===== config.mk =====
export PLATFORM = sky130hd
export DESIGN_NAME = multicycle_control
export DESIGN_NICKNAME = d
export VERILOG_FILES = /design/src/rtl/multicycle_control.sv
export SDC_FILE = /design/constraint.sdc
export NUM_CORES = 1
export LEC_CHECK = 0
export CAP_MARGIN = 20
export CORE_MARGIN = 2
export CORE_UTILIZATION = 31
export DETAILED_ROUTE_END_ITERATION = 10
export PLACE_DENSITY = 0.64
export SETUP_SLACK_MARGIN = 0.3
export SKIP_LAST_GASP = 1
export SYNTH_ARGS = -nofsm -noshare
export SYNTH_HDL_FRONTEND = slang
export SYNTH_SLANG_ARGS = --single-unit

===== constraint.sdc =====
create_clock -name clk -period 1.9 [get_ports clk]
set_clock_uncertainty 0.2 [all_clocks]
set_input_delay 0.19 -clock clk [delete_from_list [all_inputs] [get_ports clk]]
set_output_delay 0.19 -clock clk [all_outputs]
set_load 0.02 [all_outputs]

===== src/rtl/multicycle_control.sv =====
// Main control FSM for the multicycle MIPS datapath: sequences fetch/decode/execute/
// memory/writeback and drives every datapath enable, mux select and the ALU op class.
module multicycle_control #(
  parameter logic [5:0] OP_RTYPE = 6'b000000,
  parameter logic [5:0] OP_LW    = 6'b100011,
  parameter logic [5:0] OP_SW    = 6'b101011,
  parameter logic [5:0] OP_BEQ   = 6'b000100,
  parameter logic [5:0] OP_ADDI  = 6'b001000,
  parameter logic [5:0] OP_J     = 6'b000010
) (
  input  logic       clk,
  input  logic       reset,
  input  logic [5:0] opcode,
  input  logic       zero,
  input  logic       mem_ready,
  output logic [1:0] alu_op,
  output logic       alu_src_a,
  output logic [1:0] alu_src_b,
  output logic [1:0] pc_src,
  output logic       iord,
  output logic       ir_write,
  output logic       mem_write,
  output logic       reg_write,
  output logic       reg_dst,
  output logic       mem_to_reg,
  output logic       pc_en,
  output logic       illegal_op,
  output logic [3:0] state
);

  typedef enum logic [3:0] {
    S_FETCH   = 4'd0,
    S_DECODE  = 4'd1,
    S_MEMADR  = 4'd2,
    S_MEMRD   = 4'd3,
    S_MEMWB   = 4'd4,
    S_MEMWR   = 4'd5,
    S_EXECUTE = 4'd6,
    S_ALUWB   = 4'd7,
    S_BRANCH  = 4'd8,
    S_ADDIEX  = 4'd9,
    S_ADDIWB  = 4'd10,
    S_JUMP    = 4'd11
  } state_e;

  state_e state_q, state_d;

  logic ir_write_s;
  logic mem_write_s;
  logic reg_write_s;
  logic pc_write_s;
  logic branch_s;

  always_ff @(posedge clk or posedge reset) begin
    if (reset) begin
      state_q <= S_FETCH;
    end else begin
      state_q <= state_d;
    end
  end

  always_comb begin
    state_d     = S_FETCH;
    alu_op      = 2'b00;
    alu_src_a   = 1'b0;
    alu_src_b   = 2'b00;
    pc_src      = 2'b00;
    iord        = 1'b0;
    ir_write_s  = 1'b0;
    mem_write_s = 1'b0;
    reg_write_s = 1'b0;
    reg_dst     = 1'b0;
    mem_to_reg  = 1'b0;
    pc_write_s  = 1'b0;
    branch_s    = 1'b0;
    illegal_op  = 1'b0;

    case (state_q)
      S_FETCH: begin
        alu_src_b  = 2'b01;
        ir_write_s = mem_ready;
        pc_write_s = mem_ready;
        state_d    = mem_ready ? S_DECODE : S_FETCH;
      end
      S_DECODE: begin
        alu_src_b = 2'b11;
        if (opcode == OP_LW || opcode == OP_SW) begin
          state_d = S_MEMADR;
        end else if (opcode == OP_RTYPE) begin
          state_d = S_EXECUTE;
        end else if (opcode == OP_BEQ) begin
          state_d = S_BRANCH;
        end else if (opcode == OP_ADDI) begin
          state_d = S_ADDIEX;
        end else if (opcode == OP_J) begin
          state_d = S_JUMP;
        end else begin
          illegal_op = 1'b1;
          state_d    = S_FETCH;
        end
      end
      S_MEMADR: begin
        alu_src_a = 1'b1;
        alu_src_b = 2'b10;
        // Anything other than a load/store here means the IR was corrupted; recover.
        if (opcode == OP_LW) begin
          state_d = S_MEMRD;
        end else if (opcode == OP_SW) begin
          state_d = S_MEMWR;
        end else begin
          state_d = S_FETCH;
        end
      end
      S_MEMRD: begin
        iord    = 1'b1;
        state_d = mem_ready ? S_MEMWB : S_MEMRD;
      end
      S_MEMWB: begin
        mem_to_reg  = 1'b1;
        reg_write_s = 1'b1;
      end
      S_MEMWR: begin
        iord        = 1'b1;
        mem_write_s = 1'b1;
        state_d     = mem_ready ? S_FETCH : S_MEMWR;
      end
      S_EXECUTE: begin
        alu_src_a = 1'b1;
        alu_op    = 2'b10;
        state_d   = S_ALUWB;
      end
      S_ALUWB: begin
        reg_dst     = 1'b1;
        reg_write_s = 1'b1;
      end
      S_BRANCH: begin
        alu_src_a = 1'b1;
        alu_op    = 2'b01;
        pc_src    = 2'b01;
        branch_s  = 1'b1;
      end
      S_ADDIEX: begin
        alu_src_a = 1'b1;
        alu_src_b = 2'b10;
        state_d   = S_ADDIWB;
      end
      S_ADDIWB: begin
        reg_write_s = 1'b1;
      end
      S_JUMP: begin
        pc_src     = 2'b10;
        pc_write_s = 1'b1;
      end
      default: begin
        state_d = S_FETCH;
      end
    endcase
  end

  // Architectural writes are suppressed for as long as reset is held, not just at the edge.
  assign ir_write  = ir_write_s & ~reset;
  assign mem_write = mem_write_s & ~reset;
  assign reg_write = reg_write_s & ~reset;
  assign pc_en     = (pc_write_s | (branch_s & zero)) & ~reset;
  assign state     = state_q;

endmodule


==> impl_metrics.tcl, run 1 <==
set metrics [dict create \
    finalCriticalPeriod_ns 1.83 \
    rsz0062_at_grt "yes" \
    critPathRequiredTime_ns 1.51 \
    cp-end-kind "output port" \
    num_rows 14 \
    slowest_stage "dfrtp_2" \
    p_total_uw 462 \
    antenna_found_initial 0 \
    setup_viol 0 \
    synthesis.nets 88 \
    arrival_ns 1.44 \
    status "complete, no violations" \
    cts.path.max_buffers 2 \
    grt_max_degree 10 \
    grt_usage_pct 20.4 \
    ys_ff_latch 4 \
    grt_pass1_vias 730 \
    p_per_area_nw_per_um2 395 \
    cellLeakagePower_uw 0.000551 \
    cts_root_buf "clkbuf_4" \
    relSlewSlack_pct 80.9 \
    grt_pass1_wl_um 3040 \
    first_pass_iters 4 \
    cts_tree "built" \
    hold_viol 0 \
    drt_iter0_drc 10 \
    wl_per_cell_um 13.1 \
    hp-class "input port to asynchronous set/reset pin" \
    fin_hold_ws_ns 0.124 \
    hpwl_um 1440 \
    via_per_inst 5.27 \
    clock_sinks 4 \
    drive_gt1_share_pct 57.7 \
    hold_buffers 0 \
    io_buffers 28 \
    ys_seq_area_share_pct 19.0 \
    rrSetupSlack_ns 0.14 \
    synth_cells 78 \
    fmax_ghz 0.547 \
    r2r_start "state[0]" \
    cts_buffers 3 \
    drc_errors 0 \
    path_cells "nand2b_1, buf_4, a21oi_1, nor2_2, buf_6" \
    final_max_slew_viol_count 0 \
    fin_util_pct 75.8 \
    r2r_cells 6 \
    initial_core_util_pct 34.2 \
    final_nets 148 \
    grt_overflow_total 0 \
    avgSynthCellArea_um2 6.75 \
    start_kind "register" \
    largest_reg_flops 4 \
    syn_to_final_growth_pct 122 \
    place_congestion 0.772 \
    critical_path.max_stage_delay_ns 0.44 \
    yosysUniqueCellTypes 34 \
    die_h_um 45.2 \
    fp.dieW_um 45.2 \
    tightestPinTransition_ns 0.285 \
    n_antenna_cell 0 \
    num_io_pins 29 \
    ys_warn_count 0 \
    cap_violations 0 \
    worstPathMaxFanout 5 \
    clkTransAtPathRegs_ns 0.04 \
    syn_area_um2 527 \
    vias 807 \
    finalSetupTns_ns 0 \
    routed_wl_um 2000 \
    reg2reg_to "state[0]" \
    coreArea_um2 1540 \
    detail-route-antenna-nets 0 \
    path_class "register to output port" \
    peakVddDrop_uv 294 \
    clk_latency_ns 0.26 \
    finalCritPeriodShare_pct 96.1 \
    cts_htree_levels 1 \
    die_area_um2 2040 \
]
## logic make-up (layout without fill, tap and decap cells)
kind of cell    after synthesis  in the layout  share of synthesized area [%]
xor+xnor                      2              2                           3.33
simple gates                 48             48                           49.9
mux                           1              1                           2.14
flops                         4              4                           19.0
buf+inv                       7             66                           6.65
compound gates               16             16                           19.0
## critical path: cells and delay by family (launching register included)
family	cells	cell delay, ns
compound gates	1	0.18
buf+inv	2	0.29
simple gates	2	0.27
flops	1	0.44
## power by group
group	leakage (uW)	internal, uW	switching, uW
clock	0.0000150	79.8	49.8
combinational	0.000488	120	112
sequential	0.0000480	90.9	9.60
## cells in the mapped netlist (all sizes together)
cell type | n | area (um2)
a21boi | 1 | 7.51
nand2b | 4 | 25.0
inv | 2 | 7.51
xnor2 | 1 | 8.76
a31oi | 2 | 12.5
dfrtp | 4 | 100
and3 | 3 | 20.0
nor2 | 13 | 51.3
nand2 | 8 | 30.0
nand3b | 1 | 7.51
o31ai | 1 | 7.51
xor2 | 1 | 8.76
a21oi | 5 | 25.0
o311ai | 1 | 8.76
or3 | 2 | 17.5
nand3 | 2 | 15.0
a211o | 1 | 8.76
nor2b | 2 | 12.5
nor3b | 2 | 15.0
buf | 5 | 27.5
a311o | 1 | 10.0
mux2 | 1 | 11.3
o21ai | 4 | 20.0
nor3 | 8 | 45.0
nor4 | 1 | 6.26
or3b | 1 | 8.76
and4 | 1 | 8.76
## routing by layer
layer  vias up  routed length (um)  global-route usage, %
li1        397                   -                      -
met1       373                 748                   22.4
met2        31                1070                   38.0
met3         6                 116                   1.60
met4         0                  61                   11.2
met5         -                   0                      0
## worst max-delay path by stage
stage / startpoint / endpoint / slack, ns
2_1_floorplan: state[2] / alu_op[0] / 0.18
3_3_place_gp: opcode[5] / illegal_op / -0.34
3_5_place_dp: opcode[5] / illegal_op / -0.36
4_1_cts: state[0] / pc_en / 0.08
5_1_grt: state[1] / reg_write / 0.04
6_report: state[1] / reg_write / 0.07
## placed cells by master, fill, tap and decap left out, types with 2 or more instances in the layout
cell	synthesis	layout
buf_4	1	33
buf_6	0	10
nor2_1	12	8
dlygate4sd2_1	0	8
nand2_1	8	7
a21oi_1	5	5
nor2_2	1	4
nor3_2	1	4
clkdlybuf4s50_1	0	4
buf_2	4	4
dfrtp_2	0	4
nand2b_4	0	3
nor3_4	0	3
clkbuf_4	0	3
inv_1	2	2
and3_1	2	2
nor3b_1	2	2
o21ai_1	1	2
o21ai_0	3	2
## timing repair
action | in CTS | in global routing
endpoints found under the setup margin | 22 | 19
resized for setup | 98 | 22
pin swaps | 7 | 7
setup buffers | 2 | 3
## through the flow
stage | instance area (um2) | setup slack (ns) | cells
global route | 1170 | 0.0361 | 153
detailed placement | 1020 | -0.357 | 144
floorplan | 554 | 0.183 | 78
CTS | 1070 | 0.0845 | 150
global placement | 1020 | -0.342 | 144
finish | 1170 | 0.0735 | 153
## layout make-up
cell class	count	area (um2)
fill	118	373
timing repair buffer	60	502
clock buffer	4	26.3
inverter	2	7.51
multi-input combinational	67	508
tap	16	20.0
sequential	4	105
Note: power is estimated with default switching activity, not from simulation.
==> inputs of run 2 (changes only) <==
--- a/config.mk
+++ b/config.mk
@@ -8,6 +8,7 @@
 export CAP_MARGIN = 20
 export CORE_MARGIN = 2
 export CORE_UTILIZATION = 31
+export CTS_CLUSTER_SIZE = 25
 export DETAILED_ROUTE_END_ITERATION = 10
 export PLACE_DENSITY = 0.64
 export SETUP_SLACK_MARGIN = 0.3
==> results of run 2 <==
Same layout as run 1: the final DEF is identical, and so are final timing and power.
